`config.mk`:
```
export PLATFORM = sky130hd
export DESIGN_NAME = uartm
export DESIGN_NICKNAME = d
export VERILOG_FILES = /design/src/rtl/uartm_pkg.sv /design/src/rtl/uartm_rx.sv /design/src/rtl/uartm.sv
export SDC_FILE = /design/constraint.sdc
export NUM_CORES = 1
export LEC_CHECK = 0
export BUFFER_PORTS_ARGS = -buffer_cell sky130_fd_sc_hd__buf_2
export CORE_MARGIN = 3
export CORE_UTILIZATION = 45
export CTS_CLUSTER_DIAMETER = 100
export DETAILED_ROUTE_END_ITERATION = 12
export GPL_TIMING_DRIVEN = 0
export PLACE_DENSITY = 0.62
export SYNTH_ARGS = -nofsm -noshare
export SYNTH_HDL_FRONTEND = slang
export SYNTH_SLANG_ARGS = --single-unit
export TNS_END_PERCENT = 1
```
`constraint.sdc`:
```
create_clock -name clk -period 2.6 [get_ports clk]
set_clock_uncertainty 0.05 [all_clocks]
set_input_delay 0 -clock clk [delete_from_list [all_inputs] [get_ports clk]]
set_output_delay 0 -clock clk [all_outputs]
set_load 0.01 [all_outputs]
```
`src/rtl/uartm_pkg.sv`:
```
`default_nettype none
// ============================================================================
// Module      : uartm_pkg
// Description : Register map, STAT/CTRL bit positions and FSM encoding shared
//               by the uartm peripheral and its receiver.
// Revision    : 1.0 - initial release
// ============================================================================
package uartm_pkg;

    localparam logic [1:0] C_ADDR_DR   = 2'd0;
    localparam logic [1:0] C_ADDR_BRR  = 2'd1;
    localparam logic [1:0] C_ADDR_STAT = 2'd2;
    localparam logic [1:0] C_ADDR_CTRL = 2'd3;

    localparam int C_STAT_RX_FULL  = 0;
    localparam int C_STAT_TX_EMPTY = 1;
    localparam int C_STAT_TX_BUSY  = 2;
    localparam int C_STAT_OVR      = 3;
    localparam int C_STAT_FERR     = 4;

    localparam int C_CTRL_TX_EN = 0;
    localparam int C_CTRL_RX_EN = 1;
    localparam int C_CTRL_RXIE  = 2;
    localparam int C_CTRL_TXIE  = 3;

    localparam logic [15:0] C_BRR_MIN = 16'd3;

    typedef enum logic [1:0] {
        ST_IDLE  = 2'd0,
        ST_START = 2'd1,
        ST_DATA  = 2'd2,
        ST_STOP  = 2'd3
    } uart_state_e;

    // Very short bit periods would leave no room for the mid-bit sample point.
    function automatic logic [15:0] eff_brr(input logic [15:0] brr);
        return (brr < C_BRR_MIN) ? C_BRR_MIN : brr;
    endfunction

endpackage
`default_nettype wire

```
`src/rtl/uartm_rx.sv`:
```
`default_nettype none
// ============================================================================
// Module      : uartm_rx
// Description : 8N1 receiver: input synchroniser, RX FSM and bit timer;
//               emits the byte with one-cycle done / framing-error strobes.
// Revision    : 1.0 - initial release
// ============================================================================
module uartm_rx
    import uartm_pkg::*;
(
    input  logic        clk,
    input  logic        reset,
    input  logic        rx_en,
    input  logic [15:0] bit_period,
    input  logic        rxd,
    output logic [7:0]  rx_byte,
    output logic        rx_done,
    output logic        rx_ferr
);

    logic        sync1_q, sync2_q, sync_prev_q;
    uart_state_e state_q, state_d;
    logic [15:0] timer_q, timer_d;
    logic [7:0]  shift_q, shift_d;
    logic [2:0]  bit_q, bit_d;
    logic        done_q, done_d;
    logic        ferr_q, ferr_d;
    logic        fall;
    logic [15:0] start_wait;

    assign fall       = sync_prev_q & ~sync2_q;
    assign start_wait = {1'b0, bit_period[15:1]} + {15'd0, bit_period[0]} - 16'd1;

    always_comb begin
        state_d = state_q;
        timer_d = timer_q;
        shift_d = shift_q;
        bit_d   = bit_q;
        done_d  = 1'b0;
        ferr_d  = 1'b0;
        case (state_q)
            ST_IDLE: begin
                if (rx_en && fall) begin
                    state_d = ST_START;
                    timer_d = start_wait;
                end
            end
            ST_START: begin
                if (timer_q == 16'd0) begin
                    if (sync2_q) begin
                        state_d = ST_IDLE;
                    end else begin
                        state_d = ST_DATA;
                        timer_d = bit_period;
                        bit_d   = 3'd0;
                    end
                end else begin
                    timer_d = timer_q - 16'd1;
                end
            end
            ST_DATA: begin
                if (timer_q == 16'd0) begin
                    shift_d = {sync2_q, shift_q[7:1]};
                    timer_d = bit_period;
                    if (bit_q == 3'd7) begin
                        state_d = ST_STOP;
                    end else begin
                        bit_d = bit_q + 3'd1;
                    end
                end else begin
                    timer_d = timer_q - 16'd1;
                end
            end
            default: begin
                if (timer_q == 16'd0) begin
                    state_d = ST_IDLE;
                    done_d  = sync2_q;
                    ferr_d  = ~sync2_q;
                end else begin
                    timer_d = timer_q - 16'd1;
                end
            end
        endcase
    end

    always_ff @(posedge clk or negedge reset) begin
        if (!reset) begin
            sync1_q     <= 1'b1;
            sync2_q     <= 1'b1;
            sync_prev_q <= 1'b1;
            state_q     <= ST_IDLE;
            timer_q     <= 16'd0;
            shift_q     <= 8'd0;
            bit_q       <= 3'd0;
            done_q      <= 1'b0;
            ferr_q      <= 1'b0;
        end else begin
            sync1_q     <= rxd;
            sync2_q     <= sync1_q;
            sync_prev_q <= sync2_q;
            state_q     <= state_d;
            timer_q     <= timer_d;
            shift_q     <= shift_d;
            bit_q       <= bit_d;
            done_q      <= done_d;
            ferr_q      <= ferr_d;
        end
    end

    assign rx_byte = shift_q;
    assign rx_done = done_q;
    assign rx_ferr = ferr_q;

endmodule
`default_nettype wire

```
`src/rtl/uartm.sv`:
```
`default_nettype none
// ============================================================================
// Module      : uartm
// Description : Memory-mapped 8N1 UART: TX holding register and TX FSM,
//               register file, combinational read mux, RX via uartm_rx.
// Revision    : 1.0 - initial release
// ============================================================================
module uartm
    import uartm_pkg::*;
#(
    parameter int WIDTH     = 32,
    parameter int BRR_RESET = 217
) (
    input  logic             clk,
    input  logic             reset,
    input  logic             cs,
    input  logic             wen,
    input  logic [1:0]       addr,
    input  logic [WIDTH-1:0] din,
    output logic [WIDTH-1:0] dout,
    input  logic             rxd,
    output logic             txd,
    output logic             irq
);

    logic [15:0] brr_q, brr_d;
    logic [3:0]  ctrl_q, ctrl_d;
    logic [7:0]  hold_q, hold_d;
    logic        tx_empty_q, tx_empty_d;
    logic        rx_full_q, rx_full_d;
    logic [7:0]  rx_data_q, rx_data_d;
    logic        ovr_q, ovr_d;
    logic        ferr_q, ferr_d;
    logic        irq_q, irq_d;
    uart_state_e tx_state_q, tx_state_d;
    logic [7:0]  tx_shift_q, tx_shift_d;
    logic [2:0]  tx_bit_q, tx_bit_d;
    logic [15:0] tx_timer_q, tx_timer_d;
    logic        txd_q, txd_d;

    logic        wr_dr, wr_brr, wr_stat, wr_ctrl;
    logic        tx_load, dr_accept, tx_busy;
    logic        clr_full, clr_ovr, clr_ferr;
    logic [15:0] period;
    logic [7:0]  rx_byte;
    logic        rx_done, rx_ferr;
    logic        unused_din;

    assign unused_din = ^din[WIDTH-1:16];
    assign period     = eff_brr(brr_q);
    assign wr_dr      = cs && wen && (addr == C_ADDR_DR);
    assign wr_brr     = cs && wen && (addr == C_ADDR_BRR);
    assign wr_stat    = cs && wen && (addr == C_ADDR_STAT);
    assign wr_ctrl    = cs && wen && (addr == C_ADDR_CTRL);
    assign clr_full   = wr_stat && din[C_STAT_RX_FULL];
    assign clr_ovr    = wr_stat && din[C_STAT_OVR];
    assign clr_ferr   = wr_stat && din[C_STAT_FERR];
    assign tx_busy    = (tx_state_q != ST_IDLE);

    // Holding register is consumed from IDLE or at the last cycle of STOP,
    // the latter chaining frames back to back.
    assign tx_load   = ctrl_q[C_CTRL_TX_EN] && !tx_empty_q &&
                       ((tx_state_q == ST_IDLE) ||
                        ((tx_state_q == ST_STOP) && (tx_timer_q == 16'd0)));
    assign dr_accept = wr_dr && (tx_empty_q || tx_load);

    uartm_rx u_rx (
        .clk        (clk),
        .reset      (reset),
        .rx_en      (ctrl_q[C_CTRL_RX_EN]),
        .bit_period (period),
        .rxd        (rxd),
        .rx_byte    (rx_byte),
        .rx_done    (rx_done),
        .rx_ferr    (rx_ferr)
    );

    always_comb begin
        brr_d      = wr_brr  ? din[15:0] : brr_q;
        ctrl_d     = wr_ctrl ? din[3:0]  : ctrl_q;
        hold_d     = hold_q;
        tx_empty_d = tx_empty_q;
        tx_state_d = tx_state_q;
        tx_shift_d = tx_shift_q;
        tx_bit_d   = tx_bit_q;
        tx_timer_d = tx_timer_q;
        txd_d      = txd_q;

        case (tx_state_q)
            ST_IDLE: begin
                if (tx_load) begin
                    tx_state_d = ST_START;
                    tx_shift_d = hold_q;
                    tx_timer_d = period;
                    txd_d      = 1'b0;
                end
            end
            ST_START: begin
                if (tx_timer_q == 16'd0) begin
                    tx_state_d = ST_DATA;
                    tx_timer_d = period;
                    tx_bit_d   = 3'd0;
                    txd_d      = tx_shift_q[0];
                end else begin
                    tx_timer_d = tx_timer_q - 16'd1;
                end
            end
            ST_DATA: begin
                if (tx_timer_q == 16'd0) begin
                    tx_timer_d = period;
                    if (tx_bit_q == 3'd7) begin
                        tx_state_d = ST_STOP;
                        txd_d      = 1'b1;
                    end else begin
                        tx_shift_d = {1'b0, tx_shift_q[7:1]};
                        tx_bit_d   = tx_bit_q + 3'd1;
                        txd_d      = tx_shift_q[1];
                    end
                end else begin
                    tx_timer_d = tx_timer_q - 16'd1;
                end
            end
            default: begin
                if (tx_timer_q == 16'd0) begin
                    if (tx_load) begin
                        tx_state_d = ST_START;
                        tx_shift_d = hold_q;
                        tx_timer_d = period;
                        txd_d      = 1'b0;
                    end else begin
                        tx_state_d = ST_IDLE;
                    end
                end else begin
                    tx_timer_d = tx_timer_q - 16'd1;
                end
            end
        endcase

        if (tx_load) begin
            tx_empty_d = 1'b1;
        end
        if (dr_accept) begin
            hold_d     = din[7:0];
            tx_empty_d = 1'b0;
        end

        // A completing byte wins over a same-cycle clear of rx_full.
        rx_full_d = clr_full ? 1'b0 : rx_full_q;
        rx_data_d = rx_data_q;
        ovr_d     = clr_ovr  ? 1'b0 : ovr_q;
        ferr_d    = (clr_ferr ? 1'b0 : ferr_q) | rx_ferr;
        if (rx_done) begin
            if (!rx_full_q || clr_full) begin
                rx_full_d = 1'b1;
                rx_data_d = rx_byte;
            end else begin
                ovr_d = 1'b1;
            end
        end

        irq_d = (rx_full_q && ctrl_q[C_CTRL_RXIE]) || (tx_empty_q && ctrl_q[C_CTRL_TXIE]);
    end

    always_ff @(posedge clk or negedge reset) begin
        if (!reset) begin
            brr_q      <= 16'(BRR_RESET);
            ctrl_q     <= 4'd0;
            hold_q     <= 8'd0;
            tx_empty_q <= 1'b1;
            rx_full_q  <= 1'b0;
            rx_data_q  <= 8'd0;
            ovr_q      <= 1'b0;
            ferr_q     <= 1'b0;
            irq_q      <= 1'b0;
            tx_state_q <= ST_IDLE;
            tx_shift_q <= 8'd0;
            tx_bit_q   <= 3'd0;
            tx_timer_q <= 16'd0;
            txd_q      <= 1'b1;
        end else begin
            brr_q      <= brr_d;
            ctrl_q     <= ctrl_d;
            hold_q     <= hold_d;
            tx_empty_q <= tx_empty_d;
            rx_full_q  <= rx_full_d;
            rx_data_q  <= rx_data_d;
            ovr_q      <= ovr_d;
            ferr_q     <= ferr_d;
            irq_q      <= irq_d;
            tx_state_q <= tx_state_d;
            tx_shift_q <= tx_shift_d;
            tx_bit_q   <= tx_bit_d;
            tx_timer_q <= tx_timer_d;
            txd_q      <= txd_d;
        end
    end

    always_comb begin
        dout = '0;
        if (cs) begin
            case (addr)
                C_ADDR_DR:   dout = WIDTH'(rx_data_q);
                C_ADDR_BRR:  dout = WIDTH'(brr_q);
                C_ADDR_STAT: dout = WIDTH'({ferr_q, ovr_q, tx_busy, tx_empty_q, rx_full_q});
                default:     dout = WIDTH'(ctrl_q);
            endcase
        end
    end

    assign txd = txd_q;
    assign irq = irq_q;

endmodule
`default_nettype wire

```
==> results_dict.tcl <==
set metrics [dict create \
    cp_slowest_cell "dfrtp_1" \
    grt_max_degree 68 \
    yosys.area.top_type "dfrtp_1" \
    place.gp.congestion 0.9412 \
    netlist_area_sq_um 7000 \
    async_flop_share_pct 100.0 \
    drive_gt1_share_pct 28.40 \
    fin_setup_tns_ns 0 \
    cts-buffers-inserted 9 \
    reg2reg_from "tx_timer_q[0]$_DFF_PN0_" \
    postSynthCellCount 737 \
    status "completed" \
    synth.top_cells.by_area "dfrtp_1 (34%), mux2_2 (11%), dfstp_2 (3.8%)" \
    io_pins 73 \
    reg2regPathDepth 10 \
    synth_warnings 0 \
    ys_seq_area_share_pct 37.71 \
    period_needed_ns 2.556 \
    sw_frac_of_total_pct 45.85 \
    hold_violations 0 \
    antenna_found_initial 0 \
    routedWlPerCell_um 20.74 \
    grt_pass1_vias 6166 \
    sequentialPowerShare_pct 31.1 \
    overflow 0 \
    antenna_left 0 \
    clk-insertion-delay-late_ns 0.37 \
    worstPathCellList "clkbuf_1 -> inv_2 -> ha_4 -> nor4b_4 -> nand4_4 -> buf_2 -> buf_2 -> a21oi_1 -> nor2_1 -> o32ai_1" \
    synthTopCellsByCount "dfrtp_1 (95), mux2_2 (70), nand2_1 (58), nor2_1 (44)" \
    ys_seq_elements 105 \
    worstMarginPinSlew_ns 0.7300 \
    combPwrFrac_pct 52.8 \
    multi_input_area_sq_um 4214 \
    start_util_pct 47.10 \
    path_buf_inv 4 \
    fin_ws_ns 0.04412 \
    timing.rr.end "tx_timer_q[0]$_DFF_PN0_" \
    dp_hpwl_mm 14.80 \
    yosysTopAreaCellShare_pct 33.96 \
    finalMaxSlewViolations 0 \
    powerDensity_nw_per_um2 1051 \
    drv_cap 0 \
    finalCoreUtilization_pct 56.09 \
    p_total_mw 8.764 \
    synth_compound_area_share_pct 17.80 \
    syn_avg_cell_area_sq_um 9.499 \
    crit_path_frequent_cell "buf_2" \
    p_int_mw 4.746 \
    grt_pass1_wl_mm 32.77 \
    worstPathArrival_ns 2.78 \
    clkSinkCount 105 \
    syn_to_final_growth_pct 19.11 \
    rrSetupSlack_ns 0.04 \
    setup_viol 0 \
    final.period_utilization_pct 98.30 \
    core-area_sq_um 14860 \
    synth_mux_area_share_pct 14.55 \
    fmax_mhz 391.3 \
    crit_required_ns 2.82 \
    cts_tree "built" \
    nets 890 \
    crit_path_end_kind "flop" \
    synth_xor_xnor_area_share_pct 2.252 \
    synth_ff_type "dfrtp_1" \
    ctsRootBufferMaster "clkbuf_16" \
    dp_slack_ns -0.6023 \
    die-area_sq_um 17090 \
    critPathKind "reg -> reg" \
    clock_power_share_pct 16.1 \
    via_count 6325 \
    min_path_type "in -> async" \
    grt_usage_pct 24.85 \
    power.leakage_nw 3.593 \
    synthAdderAreaFrac_pct 3.217 \
    port-buffer-count 38 \
    htreeDepth 3 \
    slew_headroom_pct 50.93 \
    rsz0062_at_grt "yes" \
    cp_slowest_stage_delay_ns 0.36 \
    clk_pin_slew_ns 0.09 \
    ctsLongestPathBuffers 2 \
    seq_area_sq_um 2646 \
    chipWidth_um 130.7 \
    crit_family "buffers and inverters" \
    synth_simple_gate_area_share_pct 18.73 \
    cp-start-kind "flop" \
    dr.first_iter.drc_count 507 \
    synth_edf_count 0 \
    p_sw_mw 4.018 \
    routed_via_density 6.183 \
    drc 0 \
    instances_no_fill 1023 \
    synth_most_common_cell "dfrtp_1" \
    nFillCells 1300 \
    detail_route.wirelength_mm 21.22 \
    ir_drop_v 0.0006402 \
    die_h_um 130.7 \
    placed_cells 975 \
    synth_top_family_by_area "simple AND/OR/NAND/NOR gates" \
    row_count 44 \
    ys_types 77 \
    drt-pass1-iter-count 5 \
    crit_fanout 10 \
]
## registers in the layout, summed over array words and instances, names as in the netlist, 4 cells and up
signal / flops
tx_timer_q: 16
hold_q: 8
ctrl_q: 4
brr_q: 16
tx_shift_q: 8
rx_data_q: 8
u_rx.timer_q: 16
u_rx.rx_byte: 8
## metrics by stage
| step | hold slack [ns] | cell area [sq um] |
|---|---|---|
| after CTS | 0.1140 | 8164 |
| after floorplan | -0.3456 | 7092 |
| after detailed placement | -0.03276 | 7542 |
| after global placement | 0.05794 | 7512 |
| after global routing | 0.1416 | 8335 |
| final | 0.09962 | 8338 |
## cells in the final DEF (no fill, tap or decap), types with 16 or more instances in the layout
master and instances:
dfrtp_1 90, nor2_1 42, o21ai_0 39, buf_4 38
buf_2 45, a21oi_1 38, mux2_2 70, conb_1 16
nand2_1 58, nor3_1 17, inv_1 16, clkbuf_1 29
dlygate4sd3_1 19
## worst reg2reg max path: cells and delay by family, from the launching register on
kind / cells / cell delay [ns]
and+or+nand+nor: 3 / 0.58
adders and majority gates: 1 / 0.20
AOI/OAI and AO/OA: 2 / 0.45
DFF: 1 / 0.36
buffers and inverters: 4 / 0.83
## kinds of logic (layout without fill, tap and decap cells)
kind of cell | count (synthesis) | count (layout)
multiplexers | 88 | 88
buffers and inverters | 86 | 172
other | 1 | 17
adder cells (fa/ha/maj) | 18 | 18
flip-flops | 105 | 105
AO/OA/AOI/OAI | 183 | 183
AND/OR/NAND/NOR | 238 | 238
XOR/XNOR | 18 | 18
## final cells by class
| cell class | instances | area share, % |
|---|---|---|
| Multi-Input combinational cell | 561 | 50.54 |
| Sequential cell | 105 | 31.74 |
| Timing Repair Buffer | 77 | 6.633 |
| Buffer | 62 | 3.857 |
| Clock buffer | 10 | 2.866 |
| Tap cell | 184 | 2.761 |
| Clock inverter | 6 | 0.8103 |
| Inverter | 17 | 0.7653 |
| Antenna cell | 1 | 0.03001 |
## worst max-delay path by stage
stage | end | startpoint | cells after the start
floorplan | u_rx.timer_q[5]$_DFFE_PN0P_ | brr_q[3]$_DFFE_PN1P_ | 9
global placement | u_rx.timer_q[5]$_DFFE_PN0P_ | brr_q[3]$_DFFE_PN1P_ | 9
detailed placement | u_rx.timer_q[5]$_DFFE_PN0P_ | brr_q[3]$_DFFE_PN1P_ | 9
CTS | u_rx.timer_q[5]$_DFFE_PN0P_ | brr_q[6]$_DFFE_PN1P_ | 8
global route | tx_timer_q[11]$_DFF_PN0_ | tx_timer_q[0]$_DFF_PN0_ | 10
finish | tx_timer_q[0]$_DFF_PN0_ | tx_timer_q[0]$_DFF_PN0_ | 10
## power groups by stage
stage | combinational (mW) | clock (mW) | sequential (mW)
3_3_place_gp | 4.20 | 0 | 2.61
4_1_cts | 4.38 | 1.44 | 2.72
2_1_floorplan | 3.23 | 0 | 2.49
5_1_grt | 5.01 | 1.51 | 2.79
6_report | 4.63 | 1.41 | 2.73
3_5_place_dp | 4.31 | 0 | 2.64
## metal layers
layer  global-route usage, %  routed length [um]  vias up  part of all wire (%)
met4                   10.22                 523        0                   2.5
li1                        -                   -     2901                     -
met2                   38.55                9740      287                    46
met3                   4.024                1397       49                   6.6
met1                   34.76                9556     3088                    45
met5                       0                   0        -                     0
## what timing repair did
item,in CTS,in global routing
hold buffers,19,0
endpoints found under the hold margin,71,0
setup endpoints to repair,67,52
resized for setup,20,30
pin swaps,5,7
setup buffers,5,14
(Power assumes the default switching activity.)
